$ cat src/rtl/uart_pkg.sv
// Shared constants for the buffered UART: register map, status bit positions and TX FSM states.
package uart_pkg;

  localparam logic [3:0] ADDR_DATA   = 4'd0;
  localparam logic [3:0] ADDR_COUNT  = 4'd1;
  localparam logic [3:0] ADDR_STATUS = 4'd2;
  localparam logic [3:0] ADDR_CTRL   = 4'd3;
  localparam logic [3:0] ADDR_IRQ    = 4'd4;

  localparam int STAT_TX_BUSY     = 0;
  localparam int STAT_TX_OVERFLOW = 1;
  localparam int STAT_RX_OVERRUN  = 2;

  typedef enum logic [1:0] {TX_IDLE, TX_START, TX_BUSY} tx_state_t;

  // FIFO occupancy can reach 128 but the register field is only 7 bits wide
  function automatic logic [6:0] sat7(input logic [7:0] n);
    return (n > 8'd127) ? 7'd127 : n[6:0];
  endfunction

endpackage

$ cat src/rtl/uart_rx.sv
// 8N1 receive deserializer; valid pulses for one cycle in mid stop bit on a good frame.
module uart_rx #(
  parameter int CLKFREQ = 50000000,
  parameter int BAUD    = 9600
) (
  input  logic       clk,
  input  logic       rst,
  input  logic       rx,
  output logic [7:0] data,
  output logic       valid
);

  localparam int DIV = CLKFREQ / BAUD;

  logic [1:0]  sync;
  logic        busy;
  logic [3:0]  bit_idx;
  logic [19:0] cnt;

  // The first wait is shortened by the synchroniser latency to land mid-bit
  always_ff @(posedge clk) begin
    if (rst) begin
      sync    <= 2'b11;
      busy    <= 1'b0;
      bit_idx <= 4'd0;
      cnt     <= '0;
      data    <= '0;
      valid   <= 1'b0;
    end else begin
      sync  <= {sync[0], rx};
      valid <= 1'b0;
      if (!busy) begin
        if (!sync[1]) begin
          busy    <= 1'b1;
          bit_idx <= 4'd0;
          cnt     <= 20'(DIV / 2 - 1);
        end
      end else if (cnt != '0) begin
        cnt <= cnt - 1'b1;
      end else begin
        cnt     <= 20'(DIV - 1);
        bit_idx <= bit_idx + 1'b1;
        if (bit_idx == 4'd0) begin
          if (sync[1]) busy <= 1'b0;
        end else if (bit_idx <= 4'd8) begin
          data <= {sync[1], data[7:1]};
        end else begin
          busy  <= 1'b0;
          valid <= sync[1];
        end
      end
    end
  end

endmodule

$ cat src/rtl/uart_sync_fifo.sv
// Single-clock FIFO with flush; a pop frees room for a same-cycle push when full.
module uart_sync_fifo #(
  parameter int WIDTH      = 8,
  parameter int DEPTH_LOG2 = 4
) (
  input  logic                  clk,
  input  logic                  rst,
  input  logic                  push,
  input  logic                  pop,
  input  logic                  flush,
  input  logic [WIDTH-1:0]      din,
  output logic [WIDTH-1:0]      dout,
  output logic                  full,
  output logic                  empty,
  output logic [DEPTH_LOG2:0]   count
);

  localparam int DEPTH = 1 << DEPTH_LOG2;

  logic [WIDTH-1:0]      mem [DEPTH];
  logic [DEPTH_LOG2-1:0] wr_ptr;
  logic [DEPTH_LOG2-1:0] rd_ptr;
  logic                  do_push;
  logic                  do_pop;

  assign empty   = (count == '0);
  assign full    = count[DEPTH_LOG2];
  assign do_pop  = pop && !empty;
  assign do_push = push && (!full || do_pop);
  assign dout    = mem[rd_ptr];

  always_ff @(posedge clk) begin
    if (rst || flush) begin
      wr_ptr <= '0;
      rd_ptr <= '0;
      count  <= '0;
    end else begin
      if (do_push) wr_ptr <= wr_ptr + 1'b1;
      if (do_pop)  rd_ptr <= rd_ptr + 1'b1;
      if (do_push && !do_pop)      count <= count + 1'b1;
      else if (do_pop && !do_push) count <= count - 1'b1;
    end
  end

  always_ff @(posedge clk) begin
    if (do_push) mem[wr_ptr] <= din;
  end

endmodule

$ cat src/rtl/uart_tx.sv
// 8N1 transmit serializer; ready is high whenever no frame is in flight.
module uart_tx #(
  parameter int CLKFREQ = 50000000,
  parameter int BAUD    = 9600
) (
  input  logic       clk,
  input  logic       rst,
  input  logic       start,
  input  logic [7:0] data,
  output logic       tx,
  output logic       ready
);

  localparam int DIV = CLKFREQ / BAUD;

  logic [8:0]  shift;
  logic [3:0]  bits_left;
  logic [19:0] cnt;

  assign ready = (bits_left == 4'd0);

  // The shifter fills with ones, so the stop bit and idle level fall out naturally
  always_ff @(posedge clk) begin
    if (rst) begin
      shift     <= '1;
      bits_left <= 4'd0;
      cnt       <= '0;
      tx        <= 1'b1;
    end else if (ready) begin
      if (start) begin
        shift     <= {1'b1, data};
        bits_left <= 4'd10;
        cnt       <= 20'(DIV - 1);
        tx        <= 1'b0;
      end
    end else if (cnt != '0) begin
      cnt <= cnt - 1'b1;
    end else begin
      cnt       <= 20'(DIV - 1);
      bits_left <= bits_left - 1'b1;
      tx        <= shift[0];
      shift     <= {1'b1, shift[8:1]};
    end
  end

endmodule

$ cat src/rtl/uart_buffered.sv
// Bus-mapped UART with TX/RX FIFOs; define UART_BUFFERED_IRQ_EN to add the irq output and enable register.
module uart_buffered
  import uart_pkg::*;
#(
  parameter int CLKFREQ       = 50000000,
  parameter int BAUD          = 9600,
  parameter int TX_DEPTH_LOG2 = 4,
  parameter int RX_DEPTH_LOG2 = 4
) (
  input  logic        clk,
  input  logic        rst,
  input  logic        rx,
  output logic        tx,
  input  logic        select,
  input  logic        write,
  input  logic [3:0]  address,
  input  logic [15:0] data_in,
  output logic [15:0] data_out
`ifdef UART_BUFFERED_IRQ_EN
  ,
  output logic        irq
`endif
);

  logic sel_d, first, wr_en, rd_pending;
  logic rx_pop, rx_flush, rx_full, rx_empty, rx_valid, rx_overrun;
  logic tx_push, tx_pop, tx_flush, tx_full, tx_empty, tx_overflow, tx_busy;
  logic ser_start, ser_ready, seen_low;
  logic [7:0] rx_dout, rx_byte, rx_head, tx_head, tx_byte;
  logic [RX_DEPTH_LOG2:0] rx_count;
  logic [TX_DEPTH_LOG2:0] tx_count;
  tx_state_t state, state_nx;
  logic unused_bits;

  assign unused_bits = ^data_in[15:8];
  assign first    = select && !sel_d;
  assign wr_en    = first && write;
  assign tx_push  = wr_en && (address == ADDR_DATA);
  assign tx_flush = wr_en && (address == ADDR_CTRL) && data_in[1];
  assign rx_flush = wr_en && (address == ADDR_CTRL) && data_in[0];
  assign rx_pop   = rd_pending && !select;
  assign rx_head  = rx_empty ? 8'h00 : rx_dout;
  assign tx_busy  = !tx_empty || (state != TX_IDLE);

  uart_sync_fifo #(.WIDTH(8), .DEPTH_LOG2(RX_DEPTH_LOG2)) u_rx_fifo (
    .clk(clk), .rst(rst), .push(rx_valid), .pop(rx_pop), .flush(rx_flush),
    .din(rx_byte), .dout(rx_dout), .full(rx_full), .empty(rx_empty), .count(rx_count)
  );

  uart_sync_fifo #(.WIDTH(8), .DEPTH_LOG2(TX_DEPTH_LOG2)) u_tx_fifo (
    .clk(clk), .rst(rst), .push(tx_push), .pop(tx_pop), .flush(tx_flush),
    .din(data_in[7:0]), .dout(tx_head), .full(tx_full), .empty(tx_empty), .count(tx_count)
  );

  uart_tx #(.CLKFREQ(CLKFREQ), .BAUD(BAUD)) u_tx (
    .clk(clk), .rst(rst), .start(ser_start), .data(tx_byte), .tx(tx), .ready(ser_ready)
  );

  uart_rx #(.CLKFREQ(CLKFREQ), .BAUD(BAUD)) u_rx (
    .clk(clk), .rst(rst), .rx(rx), .data(rx_byte), .valid(rx_valid)
  );

  // A read of the data register is remembered so the pop happens once select drops
  always_ff @(posedge clk) begin
    if (rst) begin
      sel_d       <= 1'b0;
      rd_pending  <= 1'b0;
      rx_overrun  <= 1'b0;
      tx_overflow <= 1'b0;
    end else begin
      sel_d <= select;
      if (first && !write && (address == ADDR_DATA) && !rx_empty) rd_pending <= 1'b1;
      else if (!select)                                           rd_pending <= 1'b0;
      if (rx_valid && rx_full && !rx_pop && !rx_flush)                   rx_overrun <= 1'b1;
      else if (wr_en && (address == ADDR_STATUS) && data_in[2])         rx_overrun <= 1'b0;
      if (tx_push && tx_full && !tx_pop)                                 tx_overflow <= 1'b1;
      else if (wr_en && (address == ADDR_STATUS) && data_in[1])         tx_overflow <= 1'b0;
    end
  end

  always_ff @(posedge clk) begin
    if (rst) begin
      state    <= TX_IDLE;
      seen_low <= 1'b0;
      tx_byte  <= 8'h00;
    end else begin
      state <= state_nx;
      if (tx_pop) tx_byte <= tx_head;
      if (state != TX_BUSY) seen_low <= 1'b0;
      else if (!ser_ready)  seen_low <= 1'b1;
    end
  end

  // A flush in the same cycle suppresses launching the head byte it is discarding
  always_comb begin
    state_nx  = state;
    tx_pop    = 1'b0;
    ser_start = 1'b0;
    case (state)
      TX_IDLE: begin
        if (!tx_empty && ser_ready && !tx_flush) begin
          state_nx = TX_START;
          tx_pop   = 1'b1;
        end
      end
      TX_START: begin
        ser_start = 1'b1;
        state_nx  = TX_BUSY;
      end
      TX_BUSY: if (seen_low && ser_ready) state_nx = TX_IDLE;
      default: state_nx = TX_IDLE;
    endcase
  end

`ifdef UART_BUFFERED_IRQ_EN
  logic [1:0] irq_en;

  always_ff @(posedge clk) begin
    if (rst) begin
      irq_en <= 2'b00;
      irq    <= 1'b0;
    end else begin
      if (wr_en && (address == ADDR_IRQ)) irq_en <= data_in[1:0];
      irq <= (irq_en[0] && !rx_empty) || (irq_en[1] && !tx_busy) || rx_overrun;
    end
  end
`endif

  always_comb begin
    data_out = 16'h0000;
    if (select && !write && !rst) begin
      case (address)
        ADDR_DATA:   data_out = {!rx_empty, !tx_full, 6'b0, rx_head};
        ADDR_COUNT:  data_out = {1'b0, sat7(8'(tx_count)), 1'b0, sat7(8'(rx_count))};
        ADDR_STATUS: begin
          data_out[STAT_TX_BUSY]     = tx_busy;
          data_out[STAT_TX_OVERFLOW] = tx_overflow;
          data_out[STAT_RX_OVERRUN]  = rx_overrun;
        end
`ifdef UART_BUFFERED_IRQ_EN
        ADDR_IRQ:    data_out = {14'b0, irq_en};
`endif
        default:     data_out = 16'h0000;
      endcase
    end
  end

endmodule

$ cat config.mk
export PLATFORM = sky130hd
export DESIGN_NAME = uart_buffered
export DESIGN_NICKNAME = d
export VERILOG_FILES = /design/src/rtl/uart_pkg.sv /design/src/rtl/uart_rx.sv /design/src/rtl/uart_sync_fifo.sv /design/src/rtl/uart_tx.sv /design/src/rtl/uart_buffered.sv
export SDC_FILE = /design/constraint.sdc
export NUM_CORES = 1
export LEC_CHECK = 0
export ABC_AREA = 1
export CAP_MARGIN = 20
export CORE_ASPECT_RATIO = 1.4
export CORE_MARGIN = 2
export CORE_UTILIZATION = 34
export CTS_CLUSTER_DIAMETER = 50
export DETAILED_ROUTE_END_ITERATION = 8
export PLACE_DENSITY_LB_ADDON = 0.25
export SETUP_SLACK_MARGIN = 0.4
export SYNTH_ARGS = -nofsm -noshare
export SYNTH_HDL_FRONTEND = slang
export SYNTH_SLANG_ARGS = --single-unit
$ cat constraint.sdc
create_clock -name clk -period 3.1 [get_ports clk]
set_input_delay 0.465 -clock clk [delete_from_list [all_inputs] [get_ports clk]]
set_output_delay 0.465 -clock clk [all_outputs]
set_load 0.03 [all_outputs]
==> results of run 1 <==
flip-flops by register name, summed over array words and instances (netlist names), 2 cells and up, named ones only:
name,cells
u_tx.shift,8
u_tx.cnt,20
u_rx.sync,2
u_tx_fifo.rd_ptr,4
u_rx.cnt,20
u_tx.bits_left,4
tx_byte,8
u_tx_fifo.count,5
state,2
u_rx.data,8
u_rx_fifo.wr_ptr,4
u_rx_fifo.mem,128
u_rx_fifo.rd_ptr,4
u_tx_fifo.wr_ptr,4
u_rx_fifo.count,5
u_tx_fifo.mem,128
u_rx.bit_idx,4
layout make-up:
cell class                 instances  area share [%]
multi-input combinational       1162           29.20
timing repair buffer             115           5.759
tap                              637           3.992
sequential                       370           49.97
timing repair inverter             1         0.08147
clock inverter                    31           1.567
inverter                         193           3.791
clock buffer                      48           5.640
logic make-up after synthesis:
logic type | count (synthesis)
compound gates | 229
xor+xnor | 27
fa+ha+maj | 27
buf+inv | 265
flops | 370
other cells | 1
simple gates | 878
report_power, final:
group	internal [mW]	switching [mW]
clock network	3.05	2.07
logic	1.04	2.18
registers	5.50	0.199
routing by layer:
layer,GRT usage [%],vias up,part of all wire (%)
met2,32.00,227,54
met5,0,-,0
met1,19.32,6020,39
li1,-,6159,-
met4,8.399,0,4.2
met3,2.173,100,3.5
final timing paths:
kind,start,to,slack [ps],cells past startpoint
max,flip-flop,data_out[4],360,11
min,rst,sel_d,130,2
max reg2reg,u_tx.bits_left[0],u_tx_fifo.count[4],580,17
min reg2reg,u_rx.sync[0],u_rx.sync[1],420,1
Yosys cell counts (all sizes together):
cell type / number / share of area (%)
o21a: 1 / 0.045
o22ai: 13 / 0.49
or2: 5 / 0.19
edfxtp: 256 / 46
and3: 2 / 0.075
o21ai: 121 / 3.6
fa: 2 / 0.24
nor3: 14 / 0.49
a21oi: 70 / 2.1
a22o: 1 / 0.052
nand2: 345 / 8.2
o311ai: 1 / 0.052
nand4: 12 / 0.45
nand3: 191 / 5.9
inv: 189 / 4.3
clkinv: 4 / 0.090
a211oi: 3 / 0.13
a31oi: 5 / 0.19
ha: 25 / 1.9
dfxtp: 114 / 14
buf: 47 / 1.7
xnor2: 7 / 0.37
xor2: 20 / 1.0
a311oi: 1 / 0.052
clkbuf: 25 / 0.56
nand3b: 5 / 0.22
conb: 1 / 0.022
a22oi: 1 / 0.045
nor2: 304 / 7.3
o211ai: 12 / 0.54
timing repair:
item / 4_1_cts / 5_1_grt
buffers inserted: 5 / 2
hold buffers: 0 / 0
setup endpoints to repair: 16 / 12
gates cloned: 5 / 2
gates resized for setup: 37 / 39
pin swaps: 7 / 15
endpoints found under the hold margin: 0 / 0
through the flow:
stage	setup TNS [ps]	utilization [%]
floorplan	0	-
global placement	0	36.96
detailed placement	-104.5	36.96
CTS	0	40.50
global route	0	40.94
finish	0	40.94
==> run_results.csv, run 1 <==
group,metric,value,unit
routing,post-route-drc-count,0,
synthesis,synth_compound_area_share,7.320,%
sta,whs,127.9,ps
synthesis,synthesis.area,0.01670,mm2
critical_path,worstPathRequired,2630,ps
power_and_ir_drop,leakage,7.883,nW
synthesis,synthMuxAreaShare,0,%
layout,drive_gt1_share,13.54,%
sta,timing.final.crit_share,88.29,%
routing,dr.pass1.iters,5,
routing,drtIter0Drc,665,
floorplanning,die_y,266.2,um
synthesis,synthesis.nets,1849,
critical_path,arrival,2270,ps
power_and_ir_drop,ir_drop,0.4569,mV
floorplanning,dieArea,0.05093,mm2
sta,fin_skew,27.48,ps
critical_path,path_cells,"buf_6 > buf_16 > nand2_1 > nand2_1 > nand2_1 > nand3_1 > nand3_1 > nand2_1 > nand2_1 > a21oi_2 > buf_6",
routing,num_vias,12506,
routing,postRouteAntennaNets,0,
layout,fill_cells,4790,
clock_network,clk_latency,570,ps
critical_path,cp_common_cell,"nand2_1",
layout,syn_to_final_growth,19.55,%
job,maxCapViolations,0,
critical_path,worst_path_largest_cell_delay,500,ps
critical_path,crit_buf_inv,3,
layout,stdcell_count,2557,
global_route,antenna_found_initial,1,
critical_path,critPathKind,"flip-flop to primary output",
sta,worst_slew_pin_slew,943.1,ps
layout,final_common_cell,"nand2_1",
critical_path,start_kind,"flip-flop",
clock_network,cts_buffers,43,
clock_network,clkSinkCount,370,
clock_network,clk_path_buf_depth,3,
synthesis,ys_seq_elements,370,
routing,routed_via_density,4.891,
layout,final_cell_mix,"328 x nand2_1, 282 x nor2_1, 256 x edfxtp_1",
clock_network,htree_levels,2,
power_and_ir_drop,total_power,14.04,mW
sta,finalSetupViolations,0,
synthesis,synth_top_family_by_area,"simple AND/OR/NAND/NOR gates",
global_route,grt_pass1_wl,67580,um
synthesis,synth_cells,1797,
layout,nNetsFinal,1938,
floorplanning,rows,96,
floorplanning,initial_core_util,34.24,%
synthesis,yosysWarnings,0,
floorplanning,chipWidth,191.3,um
critical_path,critical-path-slowest-cell,"dfxtp_4",
synthesis,synthSimpleGateAreaFrac,22.81,%
global_route,grt_start_max_net_pins,68,
run_status,outcome,"finished clean",
synthesis,ys_seq_area_share,59.70,%
critical_path,cp_top_family,"simple AND/OR/NAND/NOR gates",
layout,seqCellArea,0.009977,mm2
placed_design,post-place-ws,-47.38,ps
synthesis,yosys.area_share.xor_xnor,1.416,%
clock_network,cts_root_buf,"clkbuf_16",
placed_design,dp_cells,2464,
global_route,grt_overflow,0,
global_route,track_usage,17.28,%
layout,stdcell_area,0.01997,mm2
critical_path,path_max_fanout,8,
synthesis,yosys.area_share.adder,2.113,%
floorplanning,pin_count,42,
sta,hold_viol,0,
placed_design,placed_cell_area,0.01803,mm2
layout,multi_input_area,0.005829,mm2
clock_network,cts_tree,"done",
sta,drv_slew,0,
synthesis,syn_avg_cell_area,9.293,um2
placed_design,place_congestion,0.8671,
sta,finalCriticalPeriod,2737,ps
clock_network,path_clk_slew,60,ps
sta,grt_setup_unrepaired,"true",
layout,diodes,0,
synthesis,ys_types,45,
floorplanning,fp.coreArea,0.04877,mm2
routing,drt-total-wl,43760,um
global_route,grt_pass1_vias,12243,
sta,fin_ws,362.9,ps
sta,max_freq,0.3654,GHz
placed_design,detailed_place_hpwl,27490,um
sta,slew_headroom,37.04,%
critical_path,cp-end-kind,"primary output",
min_path,worstHoldPathType,"input port to flip-flop",
power_and_ir_drop,pwr_density_cell,703.4,mW/mm2
routing,avgRoutedWirePerCell,17.12,um
placed_design,io_buffers,32,
Power figures use the tool's default switching activity.
==> run 2, diff against run 1 <==
ABC_AREA = 0   (was 1)
==> run 2 against run 1 <==
Effect of this change:
- critical path type unchanged
- sequential share of layout area grew 2.8 points
- final cell count shrank 26%
- synthesized cell count shrank 37%
- combinational power shrank 14%
- global-route usage shrank 2.0 points
- flip-flop and latch count is the same
- via count shrank 22%
- core utilization grew 1.0 points
- hold slack gained 210 ps
- fmax shrank 10%
- die area shrank 6.6%
- critical path depth shrank 2
==> run_results.csv, run 2 <==
group,metric,value,unit
critical_path,critPathKind,"flip-flop to primary output",
sta,fin_skew,26.40,ps
sta,finalSetupViolations,0,
layout,stdcell_count,1888,
layout,final_common_cell,"edfxtp_1",
clock_network,cts_buffers,42,
synthesis,synth_cells,1126,
synthesis,yosysWarnings,0,
placed_design,post-place-ws,-277.6,ps
sta,slew_headroom,44.11,%
critical_path,critical-path-slowest-cell,"mux4_2",
critical_path,arrival,2580,ps
critical_path,r2r_setup_slack,260,ps
power_and_ir_drop,clock_power_share,35.6,%
clock_network,clkSinkCount,370,
min_path,hold_start,"rst",
synthesis,synth_area_leader_cell,"edfxtp_1",
routing,dr_wl_met2,18620,um
routing,met1Wirelength,15220,um
routing,drtIter0Drc,567,
routing,drt-total-wl,36070,um
synthesis,synthesis.nets,1178,
placed_design,io_buffers,32,
power_and_ir_drop,leakage,6.514,nW
critical_path,worstPathRequired,2630,ps
routing,postRouteAntennaNets,0,
power_and_ir_drop,ir_drop,0.3652,mV
placed_design,place_congestion,0.7756,
power_and_ir_drop,pwr_density_cell,696.6,mW/mm2
global_route,track_usage,15.25,%
clock_network,htree_levels,2,
placed_design,detailed_place_hpwl,23810,um
sta,grt_setup_unrepaired,"true",
critical_path,worst_path_largest_cell_delay,510,ps
synthesis,synth_top_area_share,49.33,%
layout,final_cell_mix,"256 x edfxtp_1, 108 x dfxtp_1, 103 x nor2_1",
min_path,min_to,"sel_d",
routing,dr.pass1.iters,6,
routing,avgRoutedWirePerCell,19.10,um
clock_network,clk_latency,550,ps
layout,diodes,0,
floorplanning,pin_count,42,
floorplanning,fp.coreArea,0.04512,mm2
synthesis,yosysMostFrequentCell,"edfxtp_1",
global_route,grt_overflow,0,
power_and_ir_drop,combPwrFrac,21.0,%
floorplanning,dieArea,0.04759,mm2
synthesis,synthesis.area,0.01558,mm2
synthesis,syn_avg_cell_area,13.84,um2
global_route,grt_start_max_net_pins,36,
critical_path,timing.rr.start,"u_tx.bits_left[0]",
sta,timing.final.crit_share,98.10,%
floorplanning,die_y,257.3,um
sta,fin_ws,58.79,ps
synthesis,async_reset_ff_share,0,%
routing,wl_met3,1394,um
critical_path,cp-end-kind,"primary output",
power_and_ir_drop,power_frac_seq,43.5,%
critical_path,path_cells,"buf_12 > buf_8 > mux4_2 > nand2_1 > nand3_2 > a222oi_1 > nor2_1 > buf_4 > buf_12",
synthesis,ys_seq_elements,370,
layout,final_core_util,41.94,%
critical_path,start_kind,"flip-flop",
layout,nNetsFinal,1297,
global_route,grt_pass1_vias,9742,
floorplanning,rows,92,
floorplanning,initial_core_util,34.54,%
sta,drv_slew,0,
sta,worst_slew_pin_slew,835.8,ps
sta,hold_viol,0,
routing,post-route-drc-count,0,
min_path,worstHoldPathType,"input port to flip-flop",
min_path,hold-path-cell-count,4,
power_and_ir_drop,total_power,13.18,mW
layout,syn_to_final_growth,21.43,%
power_and_ir_drop,p_int,9.395,mW
power_and_ir_drop,p_sw_share,28.72,%
layout,drive_gt1_share,25.53,%
critical_path,cp_common_cell,"buf_12",
critical_path,r2r_cells,13,
synthesis,yosys-top-cells-count,"256 x edfxtp_1, 114 x dfxtp_1, 104 x nor2_1",
power_and_ir_drop,p_sw,3.786,mW
clock_network,path_clk_slew,60,ps
synthesis,ys_top_cells_by_area,"edfxtp_1 49%, dfxtp_1 15%, mux4_2 9.2%, nor2_1 2.5%, ha_1 2.0%",
placed_design,dp_cells,1795,
critical_path,path_max_fanout,8,
clock_network,clk_path_buf_depth,3,
routing,top_layer,"met4",
synthesis,synth_edf_count,256,
synthesis,ys_seq_area_share,63.97,%
job,maxCapViolations,0,
clock_network,cts_tree,"done",
synthesis,synth_flop_cell,"edfxtp_1",
floorplanning,chipWidth,184.9,um
routing,num_vias,9738,
synthesis,ys_types,70,
layout,reg.largest.list,"u_rx_fifo.mem x128, u_tx_fifo.mem x128",
layout,fill_cells,4179,
routing,routed_via_density,5.158,
global_route,grt_pass1_wl,55550,um
run_status,outcome,"finished clean",
global_route,antenna_found_initial,0,
sta,whs,334.8,ps
critical_path,reg2reg_to,"u_tx_fifo.count[4]",
sta,max_freq,0.3288,GHz
sta,finalCriticalPeriod,3041,ps
clock_network,cts_root_buf,"clkbuf_16",
==> run 2: changes by cell type after synthesis, sizes merged, moves of 21 or more <==
cell,delta
nand2,-292
nor2,-200
nand3,-168
inv,-162
o21ai,-86
mux4,+64
buf,-24
a22oi,+21
==> run 2: per-layer routing <==
| metal | track usage, % | vias up |
|---|---|---|
| li1 | - | 4602 |
| met1 | 19.15 | 4903 |
| met2 | 26.83 | 178 |
| met3 | 2.349 | 55 |
| met4 | 4.718 | 0 |
| met5 | 0 | - |
==> run 2: critical path, delay by kind of cell (launching register included) <==
family | cells | cell delay, ps
buffers and inverters | 4 | 550
multiplexers | 1 | 510
flip-flops | 1 | 370
AO/OA/AOI/OAI | 1 | 310
AND/OR/NAND/NOR | 3 | 290
==> run 2: stage by stage <==
stage                     setup TNS [ps]  area [um2]
after floorplan                        0       15680
after global placement            -257.8       17250
after detailed placement          -277.6       17250
after CTS                         -8.155       18810
after global routing              -89.77       18920
final                                  0       18920
==> run 2: kinds of logic (layout without fill, tap and decap cells) <==
family,Yosys count,after routing,share of synthesized area (%)
mux,84,84,10.53
fa+ha+maj,27,27,2.264
flops,370,370,63.97
buf+inv,90,241,2.360
compound gates,214,214,9.217
xor+xnor,22,22,1.236
simple gates,318,318,10.39
other cells,1,1,0.02406
==> run 2: worst max path at each step <==
stage                     cells after the start                  to              start  slack (ps)
after global placement                       12  u_tx_fifo.count[4]         address[3]        -260
after detailed placement                     12  u_tx_fifo.count[4]         address[3]        -280
after global routing                          9         data_out[2]          flip-flop         -30
final                                         9         data_out[2]          flip-flop          60
after floorplan                              15  u_tx_fifo.count[4]  u_tx.bits_left[1]         130
after CTS                                     9         data_out[2]          flip-flop          -8
==> run 2: final cells by class <==
class                      count  area [um2]  area share, %
timing repair buffer         137        1280          6.764
sequential                   370        9980          52.74
clock buffer                  56        1155          6.103
tap                          611       764.5          4.040
clock inverter                20       156.4         0.8265
inverter                      28       107.6         0.5686
multi-input combinational    666        5480          28.96
==> run 2: timing repair <==
item | CTS | global route
setup endpoints to repair | 15 | 19
setup buffers | 15 | 2
hold buffers | 0 | 0
hold endpoints to repair | 0 | 0
pin swaps | 21 | 12
resized for setup | 32 | 22
==> run 2: power groups by stage <==
stage / logic [mW] / clock network, mW / registers [mW]
global route: 3.05 / 5.01 / 5.77
global placement: 2.61 / 0 / 5.82
detailed placement: 2.64 / 0 / 5.83
CTS: 2.75 / 4.82 / 5.72
floorplan: 2.01 / 0 / 5.80
finish: 2.76 / 4.69 / 5.73
==> run 3, diff against run 2 <==
ABC_AREA = 1   (was 0)
clock period = 3.5 ns   (was 3.1 ns; I/O delays follow)
==> run 3 against run 2 <==
Effect of this change:
- cell area grew 2.3%
- clock skew shrank 2.8 ps
- worst setup slack gained 470 ps
- count of clock-buffer cells in the layout shrank 5
- core utilization shrank 2.2 points
- largest power group unchanged
==> run_results.csv, run 3 (synthesis gave the netlist of run 1 again) <==
group,metric,value,unit
sta,hold_viol,0,
power_and_ir_drop,pwr_density_cell,639.6,mW/mm2
power_and_ir_drop,ir_drop,0.4281,mV
global_route,grt_overflow,0,
global_route,track_usage,16.68,%
floorplanning,rows,96,
floorplanning,dieArea,0.05093,mm2
clock_network,path_clk_slew,60,ps
sta,worst_slew_pin_slew,893.8,ps
critical_path,cp-end-kind,"primary output",
routing,dr.pass1.iters,7,
min_path,worstHoldPathType,"input port to flip-flop",
layout,fill_cells,4886,
routing,post-route-drc-count,0,
layout,final_core_util,39.69,%
placed_design,place_congestion,0.8223,
clock_network,cts_tree,"done",
placed_design,placed_cell_area,0.01790,mm2
critical_path,r2r_cells,17,
layout,syn_to_final_growth,15.91,%
layout,diodes,0,
clock_network,clk_latency,570,ps
layout,multi_input_area,0.005630,mm2
min_path,hold-path-cell-count,2,
routing,routed_via_density,4.875,
routing,num_vias,12299,
layout,nNetsFinal,1905,
floorplanning,pin_count,42,
critical_path,arrival,2450,ps
clock_network,cts_root_buf,"clkbuf_16",
clock_network,clk_path_buf_depth,3,
power_and_ir_drop,total_power,12.38,mW
layout,seqCellArea,0.009972,mm2
routing,avgRoutedWirePerCell,16.59,um
sta,fin_skew,23.58,ps
critical_path,r2r_setup_slack,650,ps
sta,max_freq,0.3363,GHz
global_route,grt_pass1_vias,12072,
clock_network,htree_levels,2,
clock_network,postCtsHoldBufs,0,
clock_network,cts_buffers,43,
global_route,grt_start_max_net_pins,68,
min_path,hold_start,"rst",
sta,timing.final.crit_share,84.96,%
placed_design,detailed_place_hpwl,27040,um
critical_path,reg2reg_to,"u_tx_fifo.count[4]",
sta,finalSetupViolations,0,
min_path,min_to,"sel_d",
sta,fin_ws,526.4,ps
layout,stdcell_area,0.01936,mm2
power_and_ir_drop,leakage,7.617,nW
routing,drtIter0Drc,817,
floorplanning,fp.coreArea,0.04877,mm2
critical_path,timing.rr.start,"u_tx.bits_left[0]",
critical_path,worstPathRequired,2970,ps
layout,final_common_cell,"nand2_1",
critical_path,critPathKind,"input port to primary output",
floorplanning,initial_core_util,34.24,%
sta,grt_setup_unrepaired,"false",
floorplanning,chipWidth,191.3,um
sta,fin_setup_tns,0,ps
routing,postRouteAntennaNets,0,
sta,finalCriticalPeriod,2974,ps
sta,slew_headroom,40.23,%
floorplanning,die_y,266.2,um
clock_network,clkSinkCount,370,
run_status,outcome,"finished clean",
global_route,grt_pass1_wl,65570,um
placed_design,io_buffers,32,
sta,drv_slew,0,
layout,drive_gt1_share,9.862,%
global_route,antenna_found_initial,1,
layout,reg.largest.list,"u_rx_fifo.mem x128, u_tx_fifo.mem x128",
job,maxCapViolations,0,
critical_path,path_max_fanout,8,
placed_design,post-place-ws,198.1,ps
critical_path,start_kind,"input port",
layout,final_cell_mix,"332 x nand2_1, 287 x nor2_1, 256 x edfxtp_1",
routing,drt-total-wl,41860,um
## run 3: changes by cell type in the layout (fill, tap and decap cells not counted), moves of 15 or more
cell / change
nand2_1: +282
nor2_1: +184
nand3_1: +171
inv_1: +150
o21ai_0: +73
mux4_2: -64
buf_4: -49
a21oi_1: +22
a22oi_1: -18
mux2i_1: -18
o21ai_1: +15
## run 3: area by class of cell
type                       count  share of cell area (%)
clock buffer                  51                   5.869
timing repair buffer          83                   4.079
tap                          637                   4.117
clock inverter                27                   1.513
multi-input combinational   1162                   29.09
sequential                   370                   51.52
inverter                     193                   3.820
## run 3: power breakdown
part | switching (mW) | internal (mW) | leakage (nW)
combinational | 1.90 | 0.892 | 3.80
sequential | 0.179 | 4.87 | 3.12
clock | 1.83 | 2.71 | 0.703
total | 3.91 | 8.47 | 7.62
## run 3: through the flow
stage / hold slack (ps) / std cells
final: 171.1 / 2523
after CTS: 143.2 / 2522
after detailed placement: 400.1 / 2444
after global routing: 166.3 / 2523
after floorplan: 389.5 / 1797
after global placement: 408.3 / 2444
## run 3: metal layers
metal	routed length (um)	up-vias	share of wire, %	track usage, %
met4	1770	0	4.2	8.337
met2	21950	230	52	30.41
li1	-	6088	-	-
met1	16610	5897	40	18.79
met3	1527	84	3.6	2.345
met5	0	-	0	0
## run 3: how the worst max path moves through the flow
stage | from | endpoint | cells past startpoint
floorplan | address[3] | u_tx_fifo.count[4] | 16
global placement | select | u_tx_fifo.count[4] | 18
detailed placement | select | data_out[11] | 8
CTS | address[3] | data_out[3] | 9
global route | flip-flop | data_out[6] | 9
finish | select | data_out[10] | 6
## run 3: what timing repair did
item                       CTS  global route
gates resized for setup      6             2
gates cloned                 0             0
setup endpoints to repair   10             2
setup buffers                0             0
## run 3: critical path, stage by stage
cell	delay, ps
clkdlybuf4s50_1	520
inv_1	50
nor2_1	190
nand2_2	230
nor3_1	230
clkdlybuf4s50_1	700
